### config.mk
export PLATFORM = sky130hd
export DESIGN_NAME = regfile_write_arbiter
export DESIGN_NICKNAME = d
export VERILOG_FILES = /design/src/rtl/regfile_pkg.sv /design/src/rtl/rr_arbiter2.sv /design/src/rtl/regfile_write_arbiter.sv
export SDC_FILE = /design/constraint.sdc
export NUM_CORES = 1
export LEC_CHECK = 0
export ABC_AREA = 1
export BUFFER_PORTS_ARGS = -buffer_cell sky130_fd_sc_hd__buf_4
export CAP_MARGIN = 20
export CORE_UTILIZATION = 50
export CTS_BUF_LIST = sky130_fd_sc_hd__clkbuf_8
export CTS_CLUSTER_DIAMETER = 120
export DETAILED_ROUTE_END_ITERATION = 6
export MAX_ROUTING_LAYER = met4
export PLACE_DENSITY = 0.88
export SLEW_MARGIN = 10
export SYNTH_ARGS = -nofsm -noshare
export SYNTH_HDL_FRONTEND = slang
export SYNTH_SLANG_ARGS = --single-unit
export TNS_END_PERCENT = 100
### constraint.sdc
create_clock -name clk -period 4.9 [get_ports clk]
set_input_delay 0.245 -clock clk [delete_from_list [all_inputs] [get_ports clk]]
set_output_delay 0.245 -clock clk [all_outputs]
set_load 0.05 [all_outputs]
### src/rtl/regfile_pkg.sv
// Shared definitions for the register-file write-port arbiter and its
// reusable 2-way round-robin arbiter.
package regfile_pkg;

    localparam int REG_ADDR_W = 5;
    localparam int REG_DATA_W = 32;
    localparam logic [REG_ADDR_W-1:0] ZERO_REG = '0;

    // Index of a requester on a 2-way shared port.
    typedef logic req_idx_t;

    // Round-robin preference: the requester that was not served last.
    function automatic req_idx_t rr_other(input req_idx_t idx);
        return ~idx;
    endfunction

endpackage

### src/rtl/rr_arbiter2.sv
// Two-way round-robin arbiter with a last-grant flop.
// Grants are combinational from the valids, the stall input and the last
// grant, so a requester sees ready in the same cycle it asserts valid.
// Reset is synchronous and active-low; grants are forced off while it is low.
module rr_arbiter2
    import regfile_pkg::*;
(
    input  logic       clk,
    input  logic       reset_n,
    input  logic [1:0] valid_i,
    input  logic       stall_i,
    output logic [1:0] grant_o,
    output req_idx_t   last_grant_o
);

    req_idx_t last_q;
    req_idx_t last_d;

    // Grant selection: a lone valid wins; on contention the one not served last.
    always_comb begin
        grant_o = 2'b00;
        if (reset_n && !stall_i) begin
            unique case (valid_i)
                2'b01:   grant_o = 2'b01;
                2'b10:   grant_o = 2'b10;
                2'b11:   grant_o = (rr_other(last_q) == 1'b1) ? 2'b10 : 2'b01;
                default: grant_o = 2'b00;
            endcase
        end
    end

    // Last-grant next state: move only when someone is actually granted.
    always_comb begin
        last_d = last_q;
        if (grant_o != 2'b00) begin
            last_d = grant_o[1];
        end
    end

    // Last-grant register; resets to 1 so requester 0 wins the first contest.
    always_ff @(posedge clk) begin
        if (!reset_n) begin
            last_q <= 1'b1;
        end else begin
            last_q <= last_d;
        end
    end

    assign last_grant_o = last_q;

endmodule

### src/rtl/regfile_write_arbiter.sv
// Shares the single register-file write port between the ALU writeback
// (requester 0) and the load writeback (requester 1). The write is registered:
// a grant on one edge becomes a write-enable pulse in the following cycle.
// Writes to register 0 complete their handshake but never reach the file.
// Optional statistics counters: define REGFILE_WRITE_ARBITER_STATS_EN.
module regfile_write_arbiter
    import regfile_pkg::*;
#(
    parameter int ADDR_W = REG_ADDR_W,
    parameter int DATA_W = REG_DATA_W,
    parameter int CNT_W  = 16
) (
    input  logic              clk,
    input  logic              reset_n,
    input  logic              req0_valid,
    input  logic [ADDR_W-1:0] req0_addr,
    input  logic [DATA_W-1:0] req0_data,
    output logic              req0_ready,
    input  logic              req1_valid,
    input  logic [ADDR_W-1:0] req1_addr,
    input  logic [DATA_W-1:0] req1_data,
    output logic              req1_ready,
    input  logic              rf_stall,
    output logic              rf_wrenable,
    output logic [ADDR_W-1:0] rf_addr,
    output logic [DATA_W-1:0] rf_data,
    output logic              last_grant
`ifdef REGFILE_WRITE_ARBITER_STATS_EN
    ,
    output logic [CNT_W-1:0]  grant0_count,
    output logic [CNT_W-1:0]  grant1_count,
    output logic [CNT_W-1:0]  zero_drop_count
`endif
);

    logic [1:0]        grant;
    req_idx_t          last_idx;
    logic              granted;
    logic              zero_hit;
    logic [ADDR_W-1:0] sel_addr;
    logic [DATA_W-1:0] sel_data;

    logic              wren_q, wren_d;
    logic [ADDR_W-1:0] addr_q, addr_d;
    logic [DATA_W-1:0] data_q, data_d;

    rr_arbiter2 u_arb (
        .clk          (clk),
        .reset_n      (reset_n),
        .valid_i      ({req1_valid, req0_valid}),
        .stall_i      (rf_stall),
        .grant_o      (grant),
        .last_grant_o (last_idx)
    );

    assign req0_ready = grant[0];
    assign req1_ready = grant[1];
    assign last_grant = last_idx;

    // Steer the granted request into the output stage; a register-0 grant
    // and an idle cycle both leave address/data holding their old values.
    always_comb begin
        granted  = (grant != 2'b00);
        sel_addr = grant[1] ? req1_addr : req0_addr;
        sel_data = grant[1] ? req1_data : req0_data;
        zero_hit = granted && (sel_addr == ADDR_W'(ZERO_REG));
        wren_d   = granted && !zero_hit;
        addr_d   = wren_d ? sel_addr : addr_q;
        data_d   = wren_d ? sel_data : data_q;
    end

    // Registered write port; reset drops any write still in flight.
    always_ff @(posedge clk) begin
        if (!reset_n) begin
            wren_q <= 1'b0;
            addr_q <= '0;
            data_q <= '0;
        end else begin
            wren_q <= wren_d;
            addr_q <= addr_d;
            data_q <= data_d;
        end
    end

    assign rf_wrenable = wren_q;
    assign rf_addr     = addr_q;
    assign rf_data     = data_q;

`ifdef REGFILE_WRITE_ARBITER_STATS_EN
    localparam logic [CNT_W-1:0] CNT_MAX = '1;

    logic [CNT_W-1:0] g0_cnt_q, g1_cnt_q, zd_cnt_q;

    // Saturating grant and register-0 drop counters.
    always_ff @(posedge clk) begin
        if (!reset_n) begin
            g0_cnt_q <= '0;
            g1_cnt_q <= '0;
            zd_cnt_q <= '0;
        end else begin
            if (grant[0] && g0_cnt_q != CNT_MAX) g0_cnt_q <= g0_cnt_q + 1'b1;
            if (grant[1] && g1_cnt_q != CNT_MAX) g1_cnt_q <= g1_cnt_q + 1'b1;
            if (zero_hit && zd_cnt_q != CNT_MAX) zd_cnt_q <= zd_cnt_q + 1'b1;
        end
    end

    assign grant0_count    = g0_cnt_q;
    assign grant1_count    = g1_cnt_q;
    assign zero_drop_count = zd_cnt_q;
`endif

endmodule
After elaboration in Yosys (flattened, before gate mapping)
Index checks and enable logic that the tools add are counted.

Output and inout port bits: 41. Flip-flop bits (word level): 39. Word-level logic and storage cells: 19.

Reductions and logical operators: 7. Eq/ne operators: 3. Mux-type cells: 5.

Operators with widths (count): $mux 32 (1); $pmux 2 s3 (1); $logic_not 5->1 (1); $mux 5 (1); $eq 2x2->1 const B (2); $mux 2 (2); $logic_and 1x1->1 (3); $eq 2x1->1 const B (1); $logic_not 1->1 (2); $reduce_bool 2->1 (1).

Longest topological paths before layout
Gate-level depths: netlist of run 1.

Word-level depth: 8. Mapped depth: 12. Depth with buffers taken out: 10.

By module
Synthesis of run 1 repeated with hierarchy kept, for this count alone.

Cells, all modules: 269. Area, all modules: 2001.9 µm².

By module, submodules not included: regfile_write_arbiter (area each 1941.9 µm², times used 1, cells each 259, seq. area each 760.7 µm²); rr_arbiter2 (area each 60.1 µm², times used 1, cells each 10, seq. area each 20.0 µm²).

Worst setup path before layout of run 1
Ideal clock, no wire load.

Kind: flip-flop to flip-flop. Start point: register u_arb.last_q, in the netlist u_arb.last_grant_o. End point: register data_q[11], in the netlist rf_data[11]. Setup slack: 2769 ps. Stages on the path, launching flop included: 9. Buffers on the path: 1. Library setup time: 64 ps. Arrival time: 2067 ps. Cells stage by stage: dfxtp_1 inv_1 a21oi_2 nor2_1 o21bai_4 inv_4 buf_6 nor2_2 nor2_1.

Elaborated cells on any way between the ends: 10. Classes of those cells: 5 x mux; 5 x reduce/logical.

RTL lines: start: declaration (line rr_arbiter2.sv:16) `req_idx_t last_q;`; start signal: assignment (line rr_arbiter2.sv:45) `last_q <= last_d;`; $mux 2 (*) (line rr_arbiter2.sv:26) `2'b11: grant_o = (rr_other(last_q) == 1'b1) ? 2'b10 : 2'b01;`; $pmux 2 s3 (*) (line rr_arbiter2.sv:23) `unique case (valid_i)`; $mux 2 (*) (line rr_arbiter2.sv:22) `if (reset_n && !stall_i) begin`; named net req0_ready (line regfile_write_arbiter.sv:18) `output logic req0_ready,`; $reduce_bool 2->1 (*) (line regfile_write_arbiter.sv:63) `granted = (grant != 2'b00);`; $logic_and 1x1->1 (line regfile_write_arbiter.sv:66) `zero_hit = granted && (sel_addr == ADDR_W'(ZERO_REG));`; $logic_not 1->1 (line regfile_write_arbiter.sv:67) `wren_d = granted && !zero_hit;`; $logic_and 1x1->1 (*) (line regfile_write_arbiter.sv:67); end signal: assignment (line regfile_write_arbiter.sv:81) `data_q <= data_d;`; end: declaration (line regfile_write_arbiter.sv:45) `logic [DATA_W-1:0] data_q, data_d;`.

The timed path passes the listed nets; every way through them passes the cells marked *. A chain may end at the register's enable or synchronous reset.

Final worst setup path of run 1
Start point: register u_arb.last_q, in the netlist u_arb.last_grant_o. End point: register data_q[27], in the netlist rf_data[27].

Word-level cells in the longest chain between the ends: 8. Elaborated cells on any way between the ends: 10. Classes of those cells: 5 x mux; 5 x reduce/logical.

Ends and longest elaborated chain: $mux 2 (*) (line rr_arbiter2.sv:26); $pmux 2 s3 (*) (line rr_arbiter2.sv:23); $mux 2 (*) (line rr_arbiter2.sv:22); $mux 5 (line regfile_write_arbiter.sv:64) `sel_addr = grant[1] ? req1_addr : req0_addr;`; $logic_not 5->1 (line regfile_write_arbiter.sv:66); $logic_and 1x1->1 (line regfile_write_arbiter.sv:66); $logic_not 1->1 (line regfile_write_arbiter.sv:67); $logic_and 1x1->1 (line regfile_write_arbiter.sv:67).

Every way passes the cells marked *; elsewhere a longest branch is shown, timed or not.

==> impl_metrics.toml, run 1 <==
[die]
initial_utilization = 0.5197
core-area_um2 = 4324
boundaryPins = 120
fp.dieW_um = 69.04
chipHeight_um = 69.04
die-area_um2 = 4767
row_count = 24

[synth]
synthAdderAreaFrac = 0
synthesis.instances = 373
synthMuxAreaShare = 0
synthDistinctLibCells = 23
synth_xor_area_frac = 0
seq_area_frac_synth = 0.3474
ys_ff_latch = 39
synth_simple_gate_area_share = 0.4827
ys.warnings.count = 0
synth_compound_area_frac = 0.03174
synthesis.area_um2 = 2247
syn_avg_cell_area_um2 = 6.025
synthesis.nets = 452
combinational_family_with_the_most_area_after_synthesis = "simple AND/OR/NAND/NOR gates"

[clock_tree]
clk_transition_reported_paths_ns = 0.08
ctsLongestPathBuffers = 2
clock_tree.htree_level_count = 2
clock-root-buffer = "sky130_fd_sc_hd__clkbuf_8"
cts.hold.buffers_added = 0
worst_skew_pair.late_latency_ns = 0.29
cts_buffers = 5
post-cts-setup-buffer-count = 0
clock_sinks = 39
cts_tree = "built"
cts_repair_resize_count = 0

[sta]
hold_viol_final = 0
max_clock_freq_ghz = 0.4499
final-max-slew-violation-count = 0
fin_crit_sh = 0.4537
setup_repair_after_global_routing_missed_its_margin = "false"
tns_ns = 0
clock_skew_ns = 0.002720
period_needed_ns = 2.223
max-slew-margin-rel = 0.6097
setup_viol_count_final = 0
max_slew.worst_pin.slew_ns = 0.5846
worst_slack_ns = 2.677

[setup_path]
critical_path_class = "flip-flop to flip-flop"
cp_data_arrival_time_ns = 2.45
critical_path.max_fanout = 39
worst_ep_required_time_ns = 5.13
worst_setup_path_start_kind = "flip-flop"
worstSetupEndpointType = "flip-flop"
r2r_setup_slack_ns = 2.68

[global_routing]
grtUsageTotal = 0.2599
grt_antenna_before_repair = 0
grt_start_max_net_pins = 40
first_global_vias = 2381
grt.overflow.total = 0
grt_first_pass_wirelength_um = 9922

[placed_design]
dpl.hpwl_um = 4132
pre_cts_slack_ns = 2.632
port-buffer-count = 119
place_congestion = 0.8096

[finish]
flow.area_growth_from_synthesis_pct = 42.71
diodes = 0
layout.core_utilization = 0.7416
num-fill-cells = 376
most_frequent_cells_in_the_layout = "144 x sky130_fd_sc_hd__nand2_1, 120 x sky130_fd_sc_hd__buf_4, 53 x sky130_fd_sc_hd__nor2_1, 44 x sky130_fd_sc_hd__inv_1, 39 x sky130_fd_sc_hd__dfxtp_1"
final_common_cell = "sky130_fd_sc_hd__nand2_1"
drive_above_1_share = 0.3243
num-nets-final = 559

[detailed_routing]
vias_per_cell = 4.700
drtIter0Drc = 136
dr_total_vias = 2505
routed_wl_um = 5835
drt.antenna.violating_nets = 0
drc = 0
detail_route.wl_per_cell_um = 10.95
dr.pass1.iters = 4

[pwr]
power.static_leakage_nw = 1.855
pwr_density_cell_nw_per_um2 = 283.1
irDropWorstVdd_mv = 0.1427

[outcome]
outcome = "finished clean"

[worst_hold_path]
min_path_type = "input port to flip-flop"

[run]
maxCapViolCount = 0
==> layer usage <==
| layer | global-route usage | routed length, µm |
|---|---|---|
| met1 | 0.2566 | 2284 |
| met2 | 0.4865 | 3074 |
| met3 | 0.07310 | 397 |
| met4 | 0.08163 | 77 |
| met5 | - | 0 |
==> synth_stat cells <==
cell | instances | area [µm²]
sky130_fd_sc_hd__o211ai_1 | 1 | 7.510
sky130_fd_sc_hd__o21ai_4 | 1 | 16.27
sky130_fd_sc_hd__clkbuf_1 | 9 | 33.78
sky130_fd_sc_hd__nor2_1 | 53 | 198.9
sky130_fd_sc_hd__nand3_2 | 1 | 10.01
sky130_fd_sc_hd__a21oi_2 | 1 | 8.760
sky130_fd_sc_hd__nand3_1 | 36 | 180.2
sky130_fd_sc_hd__inv_1 | 44 | 165.2
sky130_fd_sc_hd__a21oi_1 | 4 | 20.02
sky130_fd_sc_hd__or2_2 | 1 | 6.260
sky130_fd_sc_hd__nand4_2 | 1 | 12.51
sky130_fd_sc_hd__nor2_4 | 1 | 11.26
sky130_fd_sc_hd__inv_2 | 4 | 15.01
sky130_fd_sc_hd__buf_4 | 4 | 30.03
sky130_fd_sc_hd__nand4_1 | 4 | 25.02
sky130_fd_sc_hd__inv_4 | 1 | 6.260
sky130_fd_sc_hd__nand2_1 | 144 | 540.5
sky130_fd_sc_hd__dfxtp_1 | 39 | 780.8
sky130_fd_sc_hd__nand2_2 | 2 | 12.51
sky130_fd_sc_hd__nor2_2 | 14 | 87.58
sky130_fd_sc_hd__o21bai_4 | 1 | 18.77
sky130_fd_sc_hd__buf_6 | 4 | 45.04
sky130_fd_sc_hd__buf_2 | 3 | 15.01
==> metrics by stage <==
step	total power [mW]	area, µm²	std cells	hold slack [ns]
floorplan	0.5384	2247	373	0.5082
global placement	0.6303	3089	525	0.4554
detailed placement	0.6360	3089	525	0.4553
CTS	0.9116	3207	533	0.3208
global route	0.9503	3207	533	0.3319
finish	0.9079	3207	533	0.3308
==> worst max-delay path, stage by stage, from the launching register on <==
cell and delay, ns:
sky130_fd_sc_hd__dfxtp_1 0.36, sky130_fd_sc_hd__nand2_1 0.15, sky130_fd_sc_hd__nand4_2 0.12, sky130_fd_sc_hd__buf_4 0.37, sky130_fd_sc_hd__nand2_1 0.13, sky130_fd_sc_hd__nand2_1 0.11
sky130_fd_sc_hd__nand3_2 0.11, sky130_fd_sc_hd__inv_1 0.08, sky130_fd_sc_hd__nand2_2 0.33, sky130_fd_sc_hd__nand3_1 0.20, sky130_fd_sc_hd__nand2_1 0.08, sky130_fd_sc_hd__nor2_1 0.11
==> cell families after synthesis <==
| group | after synthesis |
|---|---|
| AOI/OAI and AO/OA | 8 |
| buffers and inverters | 69 |
| DFF | 39 |
| and+or+nand+nor | 257 |
==> power by group <==
| group | internal, mW | switching, mW |
|---|---|---|
| sequential | 0.340 | 0.0132 |
| clock | 0.165 | 0.115 |
| combinational | 0.106 | 0.169 |
==> final timing paths <==
kind	startpoint	endpoint	cells after the start
min reg2reg	rf_addr[2]	rf_addr[2]	2
max reg2reg	u_arb.last_grant_o	rf_data[27]	11
max	u_arb.last_grant_o	rf_data[27]	11
min	req1_valid	u_arb.last_grant_o	3
==> area by class of cell <==
class	count	area [µm²]	share of cell area
Clock buffer	6	82.58	0.02575
Multi-Input combinational cell	265	1156	0.3605
Sequential cell	39	780.7	0.2435
Inverter	49	186.4	0.05813
Timing Repair Buffer	120	900.9	0.2809
Tap cell	52	65.06	0.02029
Clock inverter	2	35.03	0.01092
==> state kept, by name, indices dropped and copies added, names as in the netlist <==
register and count:
rf_addr 5, rf_data 32, rf_wrenable 1, u_arb.last_grant_o 1
Power figures use the tool's default switching activity.
==> run 2, diff against run 1 <==
--- a/config.mk
+++ b/config.mk
@@ -8,12 +8,12 @@
 export ABC_AREA = 1
 export BUFFER_PORTS_ARGS = -buffer_cell sky130_fd_sc_hd__buf_4
 export CAP_MARGIN = 20
-export CORE_UTILIZATION = 50
+export CORE_UTILIZATION = 46
 export CTS_BUF_LIST = sky130_fd_sc_hd__clkbuf_8
 export CTS_CLUSTER_DIAMETER = 120
 export DETAILED_ROUTE_END_ITERATION = 6
 export MAX_ROUTING_LAYER = met4
-export PLACE_DENSITY = 0.88
+export PLACE_DENSITY = 0.82
 export SLEW_MARGIN = 10
 export SYNTH_ARGS = -nofsm -noshare
 export SYNTH_HDL_FRONTEND = slang
==> constraint.sdc (replaced) <==
create_clock -name clk -period 2.2 [get_ports clk]
set_input_delay 0.11 -clock clk [delete_from_list [all_inputs] [get_ports clk]]
set_output_delay 0.11 -clock clk [all_outputs]
set_load 0.05 [all_outputs]
==> run 2 against run 1 <==
Against the previous run:
- non-clock buffer count grew 5
- global-route usage down 1.3 points
- clock-buffer cell count grew 1
- critical path type is now flip-flop to output port
- sequential power is 120% higher
- largest cell class unchanged
- worst setup slack worse by 2.5 ns
- combinational power rose by 130%
- via count down 0.28%
- final cell count grew 3.8%
- clock power grew 87%
- critical path depth is 6 lower
- clock skew up 0.0025 ns
- utilization shrank 5.0 points
==> impl_metrics.toml, run 2 (same netlist as run 1, synthesis figures left out) <==
[finish]
flow.area_growth_from_synthesis_pct = 45.43
diodes = 0
largest_register_ffs = 32
num-fill-cells = 432
drive_above_1_share = 0.3292
final_common_cell = "sky130_fd_sc_hd__nand2_1"
multi_input_area_um2 = 1161
regArea_um2 = 780.7
fin_cells = 553
finalInstanceArea_um2 = 3268
num-nets-final = 564
most_frequent_cells_in_the_layout = "144 x sky130_fd_sc_hd__nand2_1, 124 x sky130_fd_sc_hd__buf_4, 53 x sky130_fd_sc_hd__nor2_1, 45 x sky130_fd_sc_hd__inv_1, 39 x sky130_fd_sc_hd__dfxtp_1"

[global_routing]
busiest_layer = "met2"
groute.layer.met2.usage = 0.4455
first_global_vias = 2434
grt_first_pass_wirelength_um = 9784
use_met3 = 0.06250
grt_antenna_before_repair = 0
grt_start_max_net_pins = 35
grtUsageTotal = 0.2472
met1_usage = 0.2555
grt.overflow.total = 0

[detailed_routing]
dr.pass1.iters = 4
vias_per_cell = 4.517
dr_total_vias = 2498
routed_wl_um = 5830
detail_route.wl_per_cell_um = 10.54
drc = 0
drtIter0Drc = 85
drt.antenna.violating_nets = 0

[pwr]
pwr-share-comb = 0.323
seqPwrFrac = 0.408
power_switching_uw = 647.9
cell_internal_power_dissipation_mw = 1.284
pwr_density_cell_nw_per_um2 = 591.0
irDropWorstVdd_mv = 0.3400
power.share.switching = 0.3354
power.static_leakage_nw = 1.886
share_of_power_burned_in_the_clock_network = 0.270

[sta]
tns_ns = 0
max-slew-margin-rel = 0.7537
fin_crit_sh = 0.9029
max_slew.worst_pin.slew_ns = 0.3685
max_clock_freq_ghz = 0.5034
setup_repair_after_global_routing_missed_its_margin = "false"
hold_viol_final = 0
setup_viol_count_final = 0
final-max-slew-violation-count = 0
period_needed_ns = 1.986
clock_skew_ns = 0.005200

[setup_path]
worst_ep_required_time_ns = 2.09
cp_data_arrival_time_ns = 1.88
critical_path_class = "flip-flop to output port"
regToRegStartpoint = "u_arb.last_grant_o"
worst_setup_path_start_kind = "flip-flop"
worstSetupEndpointType = "output port"
startpoint = "u_arb.last_grant_o"
critical_path.max_fanout = 18

[clock_tree]
clock_sinks = 39
cts_buffers = 5
clk_transition_reported_paths_ns = 0.07
post-cts-setup-buffer-count = 0
cts_tree = "built"
cts.hold.buffers_added = 0
clock_tree.htree_level_count = 2
ctsLongestPathBuffers = 2
clock-root-buffer = "sky130_fd_sc_hd__clkbuf_8"
worst_skew_pair.late_latency_ns = 0.29

[placed_design]
dpl.hpwl_um = 4301
place_congestion = 0.7671
port-buffer-count = 119
placedCellCount = 545
placedInstanceArea_um2 = 3158

[worst_hold_path]
min_path_type = "input port to flip-flop"
hold_path.startpoint = "reset_n"

[die]
fp.dieW_um = 71.90
chipHeight_um = 71.90
initial_utilization = 0.4758
boundaryPins = 120
core-area_um2 = 4723
row_count = 25
die-area_um2 = 5169

[run]
maxCapViolCount = 0

[outcome]
outcome = "finished clean"
## run 2: area by class of cell
class	count	share of cell area
multi-input cells	265	0.3553
repair buffers	125	0.2910
flip-flops and latches	39	0.2389
inverters	49	0.05858
clock buffers	7	0.02948
well taps	67	0.02565
clock inverters	1	0.001149
## run 2: final timing paths
kind | endpoint | slack (ns) | depth (start not counted)
worst min-delay path | u_arb.last_grant_o | 0.14 | 2
worst min register to register | rf_addr[0] | 0.47 | 2
worst max-delay path | req1_ready | 0.21 | 5
worst max register to register | rf_data[26] | 0.25 | 9
## run 2: layer usage
layer | share of wire | wire (µm)
met1 | 0.43 | 2533
met2 | 0.50 | 2917
met3 | 0.044 | 255
met4 | 0.021 | 123
met5 | 0 | 0
## run 2: power by group through the flow
stage / clock [mW] / sequential, mW / combinational (mW)
2_1_floorplan: 0 / 0.977 / 0.222
3_3_place_gp: 0 / 0.803 / 0.613
3_5_place_dp: 0 / 0.804 / 0.622
4_1_cts: 0.533 / 0.788 / 0.624
5_1_grt: 0.564 / 0.793 / 0.677
6_report: 0.521 / 0.788 / 0.623
## run 2: stage by stage
stage	setup slack [ns]	utilization	total power, mW	hold WS [ns]
final	0.2136	0.6919	1.931	0.1400
after global routing	0.04122	0.6919	2.034	0.1304
after CTS	0.1090	0.6898	1.945	0.1290
after detailed placement	0.1269	0.6686	1.426	0.4354
after global placement	0.2429	0.6686	1.416	0.4384
after floorplan	0.06890	-	1.199	0.3732
## run 2: worst max-delay path: stages, from the launching register on
cell                      delay [ns]
sky130_fd_sc_hd__dfxtp_1        0.33
sky130_fd_sc_hd__nand2_1        0.14
sky130_fd_sc_hd__nand4_2        0.32
sky130_fd_sc_hd__inv_4          0.29
sky130_fd_sc_hd__buf_4          0.26
sky130_fd_sc_hd__buf_4          0.23
## run 2: timing repair
| action | CTS | global route |
|---|---|---|
| gates resized for setup | 0 | 4 |
| setup endpoints to repair | 0 | 35 |
| hold endpoints to repair | 0 | 0 |
==> run 3, diff against run 2 <==
--- a/config.mk
+++ b/config.mk
@@ -6,12 +6,12 @@
 export NUM_CORES = 1
 export LEC_CHECK = 0
 export ABC_AREA = 1
-export BUFFER_PORTS_ARGS = -buffer_cell sky130_fd_sc_hd__buf_4
 export CAP_MARGIN = 20
-export CORE_UTILIZATION = 46
+export CORE_UTILIZATION = 60
 export CTS_BUF_LIST = sky130_fd_sc_hd__clkbuf_8
 export CTS_CLUSTER_DIAMETER = 120
 export DETAILED_ROUTE_END_ITERATION = 6
+export DONT_BUFFER_PORTS = 1
 export MAX_ROUTING_LAYER = met4
 export PLACE_DENSITY = 0.82
 export SLEW_MARGIN = 10
==> run 3 against run 2 <==
Against the previous run:
- sequential cell count is the same
- final area fell by 27%
- clock skew down 0.0018 ns
- worst hold slack lost 0.038 ns
- fmax rose by 2.8%
- non-clock buffer count down 116
- via count fell by 16%
- critical path depth is 4 higher
- clock power increased by 3%
- global-route usage is 0.66 points higher
- sequential power increased by 23%
- largest power group unchanged
- highest routed layer unchanged
==> impl_metrics.toml, run 3 (same netlist as run 1, synthesis figures left out) <==
[outcome]
outcome = "finished clean"

[sta]
max-slew-margin-rel = 0.6137
max_clock_freq_ghz = 0.5176
fin_crit_sh = 0.8782
hold_viol_final = 0
clock_skew_ns = 0.003441
final-max-slew-violation-count = 0
setup_viol_count_final = 0
max_slew.worst_pin.slew_ns = 0.5786
setup_repair_after_global_routing_missed_its_margin = "false"
worst_slack_ns = 0.2680
tns_ns = 0
period_needed_ns = 1.932

[global_routing]
met1_usage = 0.2553
grt_antenna_before_repair = 0
first_global_vias = 1825
grt.overflow.total = 0
grt_start_max_net_pins = 37
busiest_layer = "met2"
use_met3 = 0.07246
grt_first_pass_wirelength_um = 7831
grtUsageTotal = 0.2538
groute.layer.met2.usage = 0.4610

[setup_path]
worst_setup_path_start_kind = "flip-flop"
startpoint = "u_arb.last_grant_o"
r2r_setup_slack_ns = 0.27
worstSetupEndpointType = "flip-flop"
critical_path.endpoint = "rf_data[4]"
r2r_cells = 9
critical_path_class = "flip-flop to flip-flop"
cp_data_arrival_time_ns = 2.12
regToRegStartpoint = "u_arb.last_grant_o"
worst_ep_required_time_ns = 2.39
critical_path.reg2reg.endpoint = "rf_data[4]"
critical_path.max_fanout = 34

[clock_tree]
clock_tree.htree_level_count = 2
worst_skew_pair.late_latency_ns = 0.29
post-cts-setup-buffer-count = 0
cts_buffers = 5
clk_transition_reported_paths_ns = 0.08
clock-root-buffer = "sky130_fd_sc_hd__clkbuf_8"
cts_tree = "built"
ctsLongestPathBuffers = 2
clock_sinks = 39

[die]
die-area_um2 = 3994
boundaryPins = 120
initial_utilization = 0.6479
row_count = 21
fp.dieW_um = 63.20
core-area_um2 = 3468
chipHeight_um = 63.20

[placed_design]
dpl.hpwl_um = 3272
place_congestion = 0.8485
port-buffer-count = 0
placedCellCount = 405
pre_cts_slack_ns = 0.2355
placedInstanceArea_um2 = 2226

[finish]
fin_cells = 416
flow.area_growth_from_synthesis_pct = 5.456
largest_register_ffs = 32
drive_above_1_share = 0.1162
final_common_cell = "sky130_fd_sc_hd__nand2_1"
diodes = 0
num-nets-final = 448
most_frequent_cells_in_the_layout = "144 x sky130_fd_sc_hd__nand2_1, 53 x sky130_fd_sc_hd__nor2_1, 44 x sky130_fd_sc_hd__inv_1, 39 x sky130_fd_sc_hd__dfxtp_1, 36 x sky130_fd_sc_hd__nand3_1"
finalInstanceArea_um2 = 2370

[detailed_routing]
drc = 0
dr_total_vias = 2098
dr.pass1.iters = 4
vias_per_cell = 5.043
drtIter0Drc = 115
drt.antenna.violating_nets = 0
routed_wl_um = 4741
detail_route.wl_per_cell_um = 11.40

[pwr]
pwr_density_cell_nw_per_um2 = 742.3
finalPower_mw = 1.759
irDropWorstVdd_mv = 0.3660
power.static_leakage_nw = 1.304

[worst_hold_path]
min_path_type = "input port to flip-flop"

[run]
maxCapViolCount = 0
[run 3: cell count changes in the layout (fill, tap and decap cells not counted)]
cell                            before  now
sky130_fd_sc_hd__clkinvlp_4          0    1
sky130_fd_sc_hd__inv_1              45   44
sky130_fd_sc_hd__buf_12              1    0
sky130_fd_sc_hd__dlygate4sd3_1       0    2
sky130_fd_sc_hd__buf_8               0    1
sky130_fd_sc_hd__inv_6               1    0
sky130_fd_sc_hd__inv_2               3    4
sky130_fd_sc_hd__buf_4             124    6
[run 3: what timing repair did]
action	in CTS	in global routing
resized for setup	0	1
endpoints found under the setup margin	0	4
hold buffers	2	0
hold endpoints to repair	34	0
[run 3: worst max-delay path, stage by stage (launching register included)]
cell and delay, ns:
sky130_fd_sc_hd__dfxtp_1 0.31, sky130_fd_sc_hd__nand2_1 0.14, sky130_fd_sc_hd__nand4_2 0.21, sky130_fd_sc_hd__buf_4 0.27
sky130_fd_sc_hd__o21ai_4 0.16, sky130_fd_sc_hd__nand2_2 0.10, sky130_fd_sc_hd__o21bai_4 0.23, sky130_fd_sc_hd__inv_4 0.19
sky130_fd_sc_hd__nor2_1 0.14, sky130_fd_sc_hd__nor2_1 0.05
[run 3: metal layers]
metal | wire [µm] | vias up
li1 | - | 1106
met1 | 1963 | 901
met2 | 2356 | 80
met3 | 332 | 11
met4 | 89 | 0
met5 | 0 | -
[run 3: worst min path at each step]
| stage | from | endpoint | slack (ns) | cells past startpoint |
|---|---|---|---|---|
| after floorplan | req0_addr[0] | rf_addr[0] | 0.37 | 4 |
| after global placement | reset_n | rf_data[24] | 0.24 | 2 |
| after detailed placement | reset_n | rf_data[30] | 0.24 | 2 |
| after CTS | req0_addr[2] | rf_addr[2] | 0.1 | 4 |
| after global routing | req0_addr[2] | rf_addr[2] | 0.13 | 4 |
| final | req0_addr[2] | rf_addr[2] | 0.10 | 4 |
[run 3: final cells by class]
cell class | instances | area [µm²]
sequential | 39 | 780.7
clock buffer | 7 | 96.34
fill | 336 | 1099
multi-input combinational | 265 | 1161
inverter | 49 | 186.4
clock inverter | 1 | 7.507
timing repair buffer | 9 | 80.08
tap | 46 | 57.56
[run 3: stage by stage]
| step | hold WS, ns | util |
|---|---|---|
| 3_3_place_gp | 0.2353 | 0.6418 |
| 3_5_place_dp | 0.2384 | 0.6418 |
| 2_1_floorplan | 0.3732 | - |
| 6_report | 0.1023 | 0.6833 |
| 4_1_cts | 0.09838 | 0.6775 |
| 5_1_grt | 0.1281 | 0.6833 |
[run 3: where the power goes]
group | leakage (nW) | internal (mW) | total (mW) | switching (mW)
clock | 0.0505 | 0.285 | 0.537 | 0.251
combinational | 0.934 | 0.0976 | 0.255 | 0.158
sequential | 0.320 | 0.757 | 0.967 | 0.211
total | 1.30 | 1.14 | 1.76 | 0.620
